`src/rtl/io_mux_pkg.sv`:
```
// io_mux_pkg
// Shared types and constants for the runtime pad multiplexer.
//   pin_state_e   : per-pin state (ACTIVE drives the pad, DRAIN masks it)
//   DEF_*         : default parameter values used by io_mux_ctrl
//   FUNC_GPIO     : function index selected out of reset
//   fsel_width()  : width of a function-select field
//   addr_width()  : width of the register-port address (pins + lock slot)
package io_mux_pkg;

  typedef enum logic {
    ACTIVE = 1'b0,
    DRAIN  = 1'b1
  } pin_state_e;

  localparam int DEF_N_PINS      = 14;
  localparam int DEF_N_FUNC      = 4;
  localparam int DEF_SYNC_STAGES = 2;
  localparam int DEF_TURN_CYC    = 2;

  localparam int FUNC_GPIO = 0;

  // A single-function mux still needs a 1-bit select field.
  function automatic int fsel_width(input int n_func);
    return (n_func > 2) ? $clog2(n_func) : 1;
  endfunction

  // One extra address beyond the last pin is reserved for the lock register.
  function automatic int addr_width(input int n_pins);
    return $clog2(n_pins + 1);
  endfunction

endpackage

```
`src/rtl/io_mux_pin.sv`:
```
// io_mux_pin
// One muxed pad: function-select register, turnaround drain FSM and input
// synchroniser.
//   clk, rst   : clock, asynchronous active-high reset
//   wr_en      : accepted, validated write aimed at this pin
//   wr_fsel    : function select being written
//   func_o     : per-function output value for this pin
//   func_oe    : per-function output enable for this pin
//   pad_i      : raw pad input
//   pad_o      : pad drive value
//   pad_oe     : pad output enable
//   func_i     : synchronised input, routed only to the selected function
//   fsel       : current function select
//   busy       : pin is draining after a function change
module io_mux_pin
  import io_mux_pkg::*;
#(
  parameter int N_FUNC      = DEF_N_FUNC,
  parameter int SYNC_STAGES = DEF_SYNC_STAGES,
  parameter int TURN_CYC    = DEF_TURN_CYC,
  parameter int FW          = fsel_width(DEF_N_FUNC)
) (
  input  logic              clk,
  input  logic              rst,
  input  logic              wr_en,
  input  logic [FW-1:0]     wr_fsel,
  input  logic [N_FUNC-1:0] func_o,
  input  logic [N_FUNC-1:0] func_oe,
  input  logic              pad_i,
  output logic              pad_o,
  output logic              pad_oe,
  output logic [N_FUNC-1:0] func_i,
  output logic [FW-1:0]     fsel,
  output logic              busy
);

  localparam int CW = $clog2(TURN_CYC + 1);

  pin_state_e             state_q, state_d;
  logic [CW-1:0]          cnt_q, cnt_d;
  logic [FW-1:0]          fsel_q, fsel_d;
  logic [SYNC_STAGES-1:0] sync_q;

  // State register, drain counter, select register and synchroniser.
  always_ff @(posedge clk or posedge rst) begin
    if (rst) begin
      state_q <= ACTIVE;
      cnt_q   <= '0;
      fsel_q  <= FW'(FUNC_GPIO);
      sync_q  <= '0;
    end else begin
      state_q <= state_d;
      cnt_q   <= cnt_d;
      fsel_q  <= fsel_d;
      sync_q  <= {sync_q[SYNC_STAGES-2:0], pad_i};
    end
  end

  // A write during DRAIN always restarts the turnaround, even with an
  // unchanged select, so the pad stays masked TURN_CYC cycles after the
  // last write. Leaving DRAIN on the count-of-one cycle makes the mask
  // exactly TURN_CYC cycles long.
  always_comb begin
    state_d = state_q;
    cnt_d   = cnt_q;
    fsel_d  = fsel_q;
    case (state_q)
      ACTIVE: begin
        if (wr_en && (wr_fsel != fsel_q)) begin
          fsel_d  = wr_fsel;
          cnt_d   = CW'(TURN_CYC);
          state_d = DRAIN;
        end
      end
      DRAIN: begin
        if (wr_en) begin
          fsel_d = wr_fsel;
          cnt_d  = CW'(TURN_CYC);
        end else if (cnt_q <= CW'(1)) begin
          cnt_d   = '0;
          state_d = ACTIVE;
        end else begin
          cnt_d = cnt_q - CW'(1);
        end
      end
      default: state_d = ACTIVE;
    endcase
  end

  // Pad and input routing; everything is held at zero while draining.
  always_comb begin
    pad_o  = 1'b0;
    pad_oe = 1'b0;
    func_i = '0;
    if (state_q == ACTIVE) begin
      for (int f = 0; f < N_FUNC; f++) begin
        if (fsel_q == FW'(f)) begin
          pad_o     = func_o[f];
          pad_oe    = func_oe[f];
          func_i[f] = sync_q[SYNC_STAGES-1];
        end
      end
    end
  end

  assign fsel = fsel_q;
  assign busy = (state_q == DRAIN);

endmodule

```
`src/rtl/io_mux_ctrl.sv`:
```
// io_mux_ctrl
// Runtime-configurable pad multiplexer with a simple register port.
// Optional build macro: IO_MUX_LOCK_EN adds a sticky lock register at
// cfg_addr == N_PINS that blocks further function-select writes.
//   clk, rst          : clock, asynchronous active-high reset
//   cfg_req/we/addr   : register request, write flag, pin index (N_PINS = lock)
//   cfg_wdata         : function select to write
//   cfg_gnt           : grant, always equal to cfg_req
//   cfg_rvalid        : registered response strobe, one cycle after cfg_req
//   cfg_rdata         : {busy, fsel} of the addressed pin
//   cfg_err           : bad address, bad select, or locked
//   func_o_i/oe_i     : per-function outputs, index f*N_PINS+p
//   func_i_o          : synchronised pad inputs, index f*N_PINS+p
//   pad_o/pad_oe/pad_i: tristate pad cell interface
module io_mux_ctrl
  import io_mux_pkg::*;
#(
  parameter int N_PINS      = DEF_N_PINS,
  parameter int N_FUNC      = DEF_N_FUNC,
  parameter int SYNC_STAGES = DEF_SYNC_STAGES,
  parameter int TURN_CYC    = DEF_TURN_CYC,
  localparam int AW         = addr_width(N_PINS),
  localparam int FW         = fsel_width(N_FUNC)
) (
  input  logic                     clk,
  input  logic                     rst,
  input  logic                     cfg_req,
  input  logic                     cfg_we,
  input  logic [AW-1:0]            cfg_addr,
  input  logic [FW-1:0]            cfg_wdata,
  output logic                     cfg_gnt,
  output logic                     cfg_rvalid,
  output logic [FW:0]              cfg_rdata,
  output logic                     cfg_err,
  input  logic [N_FUNC*N_PINS-1:0] func_o_i,
  input  logic [N_FUNC*N_PINS-1:0] func_oe_i,
  output logic [N_FUNC*N_PINS-1:0] func_i_o,
  output logic [N_PINS-1:0]        pad_o,
  output logic [N_PINS-1:0]        pad_oe,
  input  logic [N_PINS-1:0]        pad_i
);

  logic [N_PINS-1:0][N_FUNC-1:0] pin_func_o, pin_func_oe, pin_func_i;
  logic [N_PINS-1:0][FW-1:0]     pin_fsel;
  logic [N_PINS-1:0]             pin_busy;
  logic [N_PINS-1:0]             pin_wr_en;

  logic          addr_is_pin, wdata_ok, wr_ok;
  logic          lock_q, is_lock_addr;
  logic [FW:0]   rsp_data_d;
  logic          rsp_err_d;

  assign cfg_gnt     = cfg_req;
  assign addr_is_pin = (cfg_addr < AW'(N_PINS));
  // Widened by one bit so the compare stays meaningful for power-of-2 N_FUNC.
  assign wdata_ok    = ({1'b0, cfg_wdata} < (FW+1)'(N_FUNC));

`ifdef IO_MUX_LOCK_EN
  assign is_lock_addr = (cfg_addr == AW'(N_PINS));

  // Sticky lock, cleared only by reset.
  always_ff @(posedge clk or posedge rst) begin
    if (rst) begin
      lock_q <= 1'b0;
    end else if (cfg_req && cfg_we && is_lock_addr) begin
      lock_q <= 1'b1;
    end
  end
`else
  assign is_lock_addr = 1'b0;
  assign lock_q       = 1'b0;
`endif

  assign wr_ok = cfg_req && cfg_we && addr_is_pin && wdata_ok && !lock_q;

  // Response decode; the result is registered below.
  always_comb begin
    rsp_data_d = '0;
    rsp_err_d  = 1'b0;
    if (cfg_req) begin
      if (addr_is_pin) begin
        if (cfg_we) begin
          rsp_err_d = !wdata_ok || lock_q;
        end else begin
          for (int p = 0; p < N_PINS; p++) begin
            if (cfg_addr == AW'(p)) begin
              rsp_data_d = {pin_busy[p], pin_fsel[p]};
            end
          end
        end
      end else if (is_lock_addr) begin
        if (!cfg_we) begin
          rsp_data_d = {{FW{1'b0}}, lock_q};
        end
      end else begin
        rsp_err_d = 1'b1;
      end
    end
  end

  always_ff @(posedge clk or posedge rst) begin
    if (rst) begin
      cfg_rvalid <= 1'b0;
      cfg_rdata  <= '0;
      cfg_err    <= 1'b0;
    end else begin
      cfg_rvalid <= cfg_req;
      cfg_rdata  <= rsp_data_d;
      cfg_err    <= rsp_err_d;
    end
  end

  for (genvar p = 0; p < N_PINS; p++) begin : g_pin
    for (genvar f = 0; f < N_FUNC; f++) begin : g_func
      assign pin_func_o[p][f]       = func_o_i[f*N_PINS+p];
      assign pin_func_oe[p][f]      = func_oe_i[f*N_PINS+p];
      assign func_i_o[f*N_PINS+p]   = pin_func_i[p][f];
    end

    assign pin_wr_en[p] = wr_ok && (cfg_addr == AW'(p));

    io_mux_pin #(
      .N_FUNC     (N_FUNC),
      .SYNC_STAGES(SYNC_STAGES),
      .TURN_CYC   (TURN_CYC),
      .FW         (FW)
    ) u_pin (
      .clk    (clk),
      .rst    (rst),
      .wr_en  (pin_wr_en[p]),
      .wr_fsel(cfg_wdata),
      .func_o (pin_func_o[p]),
      .func_oe(pin_func_oe[p]),
      .pad_i  (pad_i[p]),
      .pad_o  (pad_o[p]),
      .pad_oe (pad_oe[p]),
      .func_i (pin_func_i[p]),
      .fsel   (pin_fsel[p]),
      .busy   (pin_busy[p])
    );
  end

endmodule

```
`config.mk`:
```
export PLATFORM = sky130hd
export DESIGN_NAME = io_mux_ctrl
export DESIGN_NICKNAME = d
export VERILOG_FILES = /design/src/rtl/io_mux_pkg.sv /design/src/rtl/io_mux_pin.sv /design/src/rtl/io_mux_ctrl.sv
export SDC_FILE = /design/constraint.sdc
export NUM_CORES = 1
export LEC_CHECK = 0
export CORE_MARGIN = 2
export CORE_UTILIZATION = 40
export CTS_BUF_LIST = sky130_fd_sc_hd__clkbuf_16
export DETAILED_ROUTE_END_ITERATION = 8
export GPL_TIMING_DRIVEN = 0
export HOLD_SLACK_MARGIN = 0.08
export PLACE_DENSITY_LB_ADDON = 0.08
export RECOVER_POWER = 25
export SYNTH_ARGS = -nofsm -noshare
export SYNTH_HDL_FRONTEND = slang
export SYNTH_SLANG_ARGS = --single-unit
```
`constraint.sdc`:
```
create_clock -name clk -period 4.4 [get_ports clk]
set_input_delay 0.66 -clock clk [delete_from_list [all_inputs] [get_ports clk]]
set_output_delay 0.66 -clock clk [all_outputs]
set_load 0.01 [all_outputs]
```
== After elaboration in Yosys (flattened, before gate mapping) ==
Index checks and enable logic that the tools add are counted.

* Register bits: 103
* Logic and storage cells: 641
* Bits of input ports: 136

* Mux-type cells: 383
* $lt $le $gt $ge: 15
* Reduce and logical (&&, ||, !) cells: 59
* Equality and inequality tests: 97
* Bitwise logic cells: 14
* Add/subtract/negate cells: 14

{| class="wikitable"
|+ Operators with widths
! operator !! count
|-
| $mux 1 || 240
|-
| $mux 2 || 70
|-
| $pmux 2 s2 || 28
|-
| $eq 2x2->1 const B || 28
|-
| $mux 4 || 14
|-
| $ne 2x1->1 const B || 28
|-
| $mux 3 || 17
|-
| $logic_and 1x1->1 || 30
|-
| $eq 2x1->1 const B || 14
|-
| $le 2x1->1 const B || 14
|-
| $logic_not 2->1 || 14
|-
| $ne 2x2->1 || 14
|-
| $pmux 1 s2 || 14
|-
| $reduce_and 2->1 || 14
|-
| $sub 2x1->2 const B || 14
|-
| $eq 4x4->1 const B || 6
|-
| $eq 4x3->1 const B || 4
|-
| $not 1->1 || 14
|-
| $eq 4x2->1 const B || 2
|-
| $eq 4x1->1 const B || 1
|-
| $logic_not 4->1 || 1
|-
| $lt 4x4->1 const B || 1
|}

== Logic depth before layout (Yosys ltp) ==
Gate-level depths: netlist of the first run.

* Depth in word-level cells: 18
* Gate-level depth with buffers: 7
* Mapped depth without buffers: 5

== Modules after synthesis ==
A second synthesis of the first run with hierarchy kept.

* Cells, all modules: 517
* Area total of the unflattened synthesis: 6030.8 um^2

{| class="wikitable"
|+ Modules (own cells, without submodules)
! module !! cells each !! area each (um^2) !! seq. area each (um^2) !! instances
|-
| io_mux_pin || 30 || 376.6 || 175.2 || 14
|-
| io_mux_ctrl || 97 || 758.2 || 125.1 || 1
|}

== Worst setup path before layout of the first run ==
OpenSTA, ideal clock, no wires.

* Kind: register -> output
* Start: register g_pin[6].u_pin.fsel_q[0]
* End: output port pad_o[6]
* Setup slack: 2337 ps
* Buffers on the path: 2
* Data arrival time: 1403 ps
* Required time: 3740 ps
* Stages on the path, launching flop included: 5
* Cells stage by stage: dfrtp_1 clkbuf_1 mux4_2 and2_1 buf_4

* Cells in the longest elaborated chain, start to end: 6

{| class="wikitable"
|+ Ends and longest elaborated chain
! element !! line !! RTL
|-
| start: declaration || io_mux_pin.sv:41 || <nowiki>logic [FW-1:0] fsel_q, fsel_d;</nowiki>
|-
| start signal: assignment || io_mux_pin.sv:49 || <nowiki>fsel_q <= FW'(FUNC_GPIO);</nowiki>
|-
| start signal: assignment || io_mux_pin.sv:54 || <nowiki>fsel_q <= fsel_d;</nowiki>
|-
| $logic_not 2->1 || io_mux_pin.sv:97 || <nowiki>if (fsel_q == FW'(f)) begin</nowiki>
|-
| $mux 1 (3 in series) || io_mux_pin.sv:97 ||
|-
| $mux 1 (*) || io_mux_pin.sv:97 ||
|-
| $mux 1 (*) || io_mux_pin.sv:95 || <nowiki>if (state_q == ACTIVE) begin</nowiki>
|-
| end: declaration || io_mux_ctrl.sv:38 || <nowiki>output logic [N_PINS-1:0] pad_o,</nowiki>
|}

Mark *: on every way between the ends. The rest lies on a longest branch, timed or not.

== Worst setup path in the final report of the first run ==
* Start: register g_pin[10].u_pin.fsel_q[0]
* End: output port pad_oe[10]

* Cells in the longest elaborated chain, start to end: 6

{| class="wikitable"
|+ Ends and longest elaborated chain
! element !! line !! RTL
|-
| start: declaration || io_mux_pin.sv:41 ||
|-
| start signal: assignment || io_mux_pin.sv:49 ||
|-
| start signal: assignment || io_mux_pin.sv:54 ||
|-
| $logic_not 2->1 || io_mux_pin.sv:97 ||
|-
| $mux 1 (3 in series) || io_mux_pin.sv:97 ||
|-
| $mux 1 (*) || io_mux_pin.sv:97 ||
|-
| $mux 1 (*) || io_mux_pin.sv:95 ||
|-
| end: declaration || io_mux_ctrl.sv:39 || <nowiki>output logic [N_PINS-1:0] pad_oe,</nowiki>
|}

Marked as above.

==> results of run 1 <==
sequential cells by signal (all words and copies together) (netlist names):
register            flops
g_pin.u_pin.busy       14
cfg_rvalid              1
g_pin.u_pin.cnt_q      28
g_pin.u_pin.sync_q     28
g_pin.u_pin.fsel       28
cfg_err                 1
cfg_rdata               3
cell families (layout without fill, tap and decap cells):
kind of cell,Yosys count,count (layout),share of synthesized area [%]
AO/OA/AOI/OAI,87,87,8.75
XOR/XNOR,28,28,3.92
buffers and inverters,90,329,8.11
flip-flops,103,103,41.2
multiplexers,63,63,16.7
AND/OR/NAND/NOR,217,217,21.3
through the flow:
stage               utilization [%]  hold WS (ps)
floorplan                         -           331
global placement               57.2           333
detailed placement             57.4           335
CTS                            59.4           351
global route                   59.4           360
finish                         59.4           349
final timing paths:
kind                                           from                       end  cells past startpoint
setup reg to reg             g_pin[3].u_pin.fsel[0]              cfg_rdata[0]                      6
max in group asynchronous                       rst                cfg_rvalid                      2
setup / recovery            g_pin[10].u_pin.fsel[0]                pad_oe[10]                      5
hold reg to reg            g_pin[9].u_pin.sync_q[0]  g_pin[9].u_pin.sync_q[1]                      0
min in group asynchronous                       rst  g_pin[0].u_pin.sync_q[0]                      2
hold / removal             g_pin[9].u_pin.sync_q[0]  g_pin[9].u_pin.sync_q[1]                      0
routing by layer:
metal / track usage (%) / part of all wire [%]
met1: 25.4 / 43
met2: 34.7 / 48
met3: 5.20 / 6.9
met4: 7.10 / 2.0
met5: 0 / 0
critical path, cell delays in order, from the launching register on:
cell and delay, ps:
dfrtp_1 320, clkbuf_1 400, mux4_2 560, and2_1 170, buf_4 120, clkdlybuf4s50_1 460
synth_stat cells (2+ instances only):
cell type	count	share of area, %
nor4_4	3	1.0
and3_1	6	0.60
o21ai_0	24	1.9
nor4bb_1	14	2.2
buf_2	6	0.48
nor2_1	39	2.3
nand2b_1	4	0.40
nand2_4	2	0.36
o22ai_1	5	0.50
xnor2_1	16	2.2
buf_4	37	4.4
nor3_2	3	0.48
and4_1	5	0.70
nor4b_1	9	1.3
mux2_2	30	5.4
and4b_1	4	0.64
nor2_2	2	0.20
nand3_1	6	0.48
o21a_1	2	0.24
o211ai_1	2	0.24
and2b_1	2	0.24
nor2b_1	28	2.8
xor2_1	12	1.7
mux4_2	30	11
mux2i_1	3	0.48
nand3b_1	4	0.48
clkbuf_1	29	1.7
a31oi_1	4	0.40
nand2_1	56	3.4
buf_6	3	0.54
a22oi_1	5	0.60
a22o_1	5	0.70
inv_1	15	0.90
dfrtp_1	103	41
a21oi_1	18	1.4
nor3b_1	12	1.4
a32o_1	2	0.32
o21ai_1	5	0.40
o31ai_1	7	0.84
and2_1	14	1.4
power groups by stage:
stage	registers (mW)	clock network, mW	logic, mW
after floorplan	1.20	0	0.847
after global placement	1.22	0	1.35
after detailed placement	1.23	0	1.40
after CTS	1.21	0.835	1.40
after global routing	1.23	0.869	1.50
final	1.21	0.818	1.38
final cells by class:
cell class | count | area (sq um) | share of cell area [%]
plain buffers | 75 | 450 | 4.97
clock buffers | 9 | 225 | 2.49
clock inverters | 7 | 72.6 | 0.801
inverters | 15 | 57.6 | 0.635
multi-input cells | 395 | 3160 | 34.9
flip-flops and latches | 103 | 2580 | 28.4
well taps | 211 | 264 | 2.91
repair buffers | 223 | 2250 | 24.8
==> flow_metrics.tcl, run 1 <==
set metrics [dict create \
    status "finished with violations" \
    violations "max-capacitance violations, max-slew violations" \
    sequentialPowerShare_pct 35.5 \
    cts_buffers 9 \
    grt_max_degree 54 \
    final_common_cell "clkdlybuf4s50_1" \
    period_minus_slack_ps 3050 \
    detail-route-antenna-nets 0 \
    fp.dieH_microns 129 \
    cp.arrival_ps 2390 \
    finalHoldViolations 0 \
    synth_edf_count 0 \
    postCtsHoldBufs 0 \
    die_w_microns 129 \
    rsz0062_at_grt "no" \
    ir_worst_vdd_mv 0.217 \
    fillerInstances 1278 \
    power_density_mw_per_mm2 377 \
    grt_util_all_layers_pct 20.4 \
    fin_cells 1038 \
    h-tree-depth 3 \
    p_int_mw 2.35 \
    grt_pass1_wl_microns 26600 \
    worst_hold_path_type "flop to flop" \
    syn-num-nets 724 \
    grt.overflow.total 0 \
    p_sw_mw 1.06 \
    io_pins 226 \
    postSynthCellCount 588 \
    skew_ps 7.71 \
    synth_area_sq_mm 0.00625 \
    drcViolationCount 0 \
    syn_to_final_growth_pct 45.0 \
    die-area_sq_mm 0.0166 \
    tightest_slew_ps 2420 \
    cts_buffer_depth 2 \
    ys_types 52 \
    path_max_fanout 9 \
    yosysSeqAreaShare_pct 41.2 \
    syn_area_per_cell_sq_um 10.6 \
    setup_viol 0 \
    place_inst 1022 \
    comb_power_share_pct 40.5 \
    startpoint_type "flop" \
    max_freq_mhz 328 \
    first_global_vias 5416 \
    drt-total-wl_microns 17000 \
    clock_power_share_pct 24.0 \
    gp_congestion 0.882 \
    fin_crit_sh_pct 69.3 \
    drive_above_1_share_pct 16.4 \
    path_class "flop to primary output" \
    synthArstFlopShare_pct 100 \
    cts_root_buf "clkbuf_16" \
    dp_hpwl_microns 12800 \
    path_clk_slew_ps 70 \
    power_mw 3.41 \
    io_buffers 222 \
    routedWlPerCell_microns 16.4 \
    relSlewSlack_pct -62.6 \
    mostFrequentLayoutCells "clkdlybuf4s50_1, dfrtp_1, nand2_1" \
    vias 5380 \
    required_ps 3740 \
    post_cts_resized 0 \
    slew_violations 53 \
    r2r_setup_slack_ps 2690 \
    cellLeakagePower_nw 3.71 \
    worst_setup_path_end_kind "primary output" \
    fin_ws_ps 1350 \
    ys_warn_count 0 \
    firstDrtPassIters 5 \
    tritoncts "built" \
    pre_cts_slack_ps 1440 \
    place_area_sq_mm 0.00876 \
    design.final.nets 958 \
    core_sq_mm 0.0153 \
    stdcell_area_sq_mm 0.00906 \
    cap_violations 1 \
    num_antenna_cells 0 \
    post_cts_buffers 0 \
    placementRows 45 \
    setup-tns-final_ps 0 \
    synth_top_flop_cell "dfrtp_1" \
    ys_ff_latch 103 \
    swShare_pct 31.2 \
    routed_via_density 5.18 \
    drt_iter0_markers 269 \
    clock-sinks 103 \
    initial_core_util_pct 41.0 \
    clkLatencyLatePin_ps 360 \
    grt_antenna_before_repair 0 \
]
(Power assumes the default switching activity.)
==> run 2: changes to the inputs <==
==> constraint.sdc (replaced) <==
create_clock -name clk -period 3 [get_ports clk]
set_input_delay 0.45 -clock clk [delete_from_list [all_inputs] [get_ports clk]]
set_output_delay 0.45 -clock clk [all_outputs]
set_load 0.01 [all_outputs]
==> run 2 against run 1 <==
  * The run now ends clean
  * Final cell count hardly changed
  * Register-to-register slack worse by 1400 ps
  * Routed wire length is 0.52% lower
  * Core utilization is 0.38 points lower
  * Combinational power is 47% higher
  * Power is 42% higher
  * First-iteration DRC count is 15% lower
  * Largest power group unchanged
==> flow_metrics.tcl, run 2 (same netlist as run 1, synthesis figures left out) <==
set metrics [dict create \
    status "finished clean" \
    mostFrequentLayoutCells "clkdlybuf4s50_1, dfrtp_1, nand2_1" \
    grt_antenna_before_repair 0 \
    drive_above_1_share_pct 16.2 \
    first_global_vias 5377 \
    grt_util_all_layers_pct 20.2 \
    vias 5356 \
    cap_violations 0 \
    placementRows 45 \
    rsz0062_at_grt "no" \
    clkLatencyLatePin_ps 350 \
    path_max_fanout 9 \
    grt_max_degree 45 \
    worst_hold_path_type "flop to flop" \
    h-tree-depth 3 \
    grt_pass1_wl_microns 26500 \
    power_mw 4.86 \
    io_buffers 222 \
    cts_root_buf "clkbuf_16" \
    skew_ps 5.54 \
    die_w_microns 129 \
    cts_buffers 9 \
    path_class "flop to primary output" \
    power_density_mw_per_mm2 539 \
    crit_chain "clkbuf_1 -> mux4_2 -> nor2b_1 -> buf_4 -> clkdlybuf4s50_1" \
    grt.overflow.total 0 \
    finalHoldViolations 0 \
    drt_iter0_markers 228 \
    critPathBufInv 3 \
    required_ps 2550 \
    gp_congestion 0.886 \
    final_common_cell "clkdlybuf4s50_1" \
    post_cts_resized 0 \
    tritoncts "built" \
    drt-total-wl_microns 16900 \
    worst_setup_path_end_kind "primary output" \
    syn_to_final_growth_pct 44.1 \
    setup_viol 0 \
    ir_worst_vdd_mv 0.336 \
    design.final.nets 959 \
    routedWlPerCell_microns 16.3 \
    io_pins 226 \
    postCtsHoldBufs 0 \
    slowest_delay_ps 560 \
    dp_hpwl_microns 13100 \
    crit_slowest_cell "mux4_2" \
    routed_via_density 5.15 \
    die-area_sq_mm 0.0166 \
    cts_buffer_depth 2 \
    stdcell_area_sq_mm 0.00900 \
    core_sq_mm 0.0153 \
    num_antenna_cells 0 \
    clock-sinks 103 \
    startpoint_type "flop" \
    cpLargestDelayFamily "buffers and inverters" \
    tightest_slew_ps 1080 \
    place_area_sq_mm 0.00878 \
    initial_core_util_pct 41.0 \
    setup-tns-final_ps 0 \
    cp.arrival_ps 2390 \
    period_minus_slack_ps 2840 \
    fin_crit_sh_pct 94.8 \
    max_freq_mhz 352 \
    drcViolationCount 0 \
    post_cts_buffers 0 \
    detail-route-antenna-nets 0 \
    fp.dieH_microns 129 \
    relSlewSlack_pct 28.1 \
    path_clk_slew_ps 60 \
    cellLeakagePower_nw 3.69 \
    firstDrtPassIters 5 \
    slew_violations 0 \
]
-- run 2: final timing paths --
| check | from | end | slack, ps | cells after the start |
|---|---|---|---|---|
| max | g_pin[4].u_pin.fsel[0] | pad_oe[4] | 160 | 5 |
| max in group asynchronous | rst | g_pin[13].u_pin.sync_q[1] | 830 | 3 |
| min | g_pin[0].u_pin.sync_q[0] | g_pin[0].u_pin.sync_q[1] | 350 | 0 |
| min reg2reg | g_pin[0].u_pin.sync_q[0] | g_pin[0].u_pin.sync_q[1] | 350 | 0 |
| min in group asynchronous | rst | g_pin[0].u_pin.sync_q[0] | 680 | 2 |
| max reg2reg | g_pin[3].u_pin.fsel[0] | cfg_rdata[0] | 1280 | 6 |
-- run 2: area by class of cell --
| class | count | area, sq um |
|---|---|---|
| clock inverter | 7 | 32.5 |
| clock buffer | 9 | 225 |
| sequential | 103 | 2580 |
| fill | 1310 | 6250 |
| timing repair buffer | 224 | 2230 |
| multi-input combinational | 395 | 3160 |
| buffer | 75 | 450 |
| tap | 211 | 264 |
| inverter | 15 | 57.6 |
-- run 2: per-layer routing --
layer	wire length, microns	GRT usage [%]
met5	0	0
met3	1200	5.86
met4	175	5.50
met1	7170	25.1
met2	8360	34.6
-- run 2: stage by stage --
step | utilization [%] | hold WS [ps] | cells | setup WS, ps
after detailed placement | 57.5 | 337 | 1023 | 447
after global placement | 57.3 | 333 | 1021 | 334
after CTS | 59.2 | 352 | 1039 | 127
after floorplan | - | 331 | 588 | 1150
after global routing | 59.0 | 360 | 1039 | 5.78
final | 59.0 | 350 | 1039 | 156
-- run 2: power by group --
group	leakage (nW)	switching, mW	internal, mW
registers	1.30	0.156	1.63
logic	2.26	0.864	1.17
clock network	0.133	0.494	0.547
total	3.69	1.51	3.34
==> run 3: changes to the inputs <==
--- a/config.mk
+++ b/config.mk
@@ -8,6 +8,7 @@
 export CORE_MARGIN = 2
 export CORE_UTILIZATION = 40
 export CTS_BUF_LIST = sky130_fd_sc_hd__clkbuf_16
+export CTS_CLUSTER_DIAMETER = 100
 export DETAILED_ROUTE_END_ITERATION = 8
 export GPL_TIMING_DRIVEN = 0
 export HOLD_SLACK_MARGIN = 0.08
==> results of run 3 <==
Same layout as run 2: the final DEF is identical, and so are final timing and power.
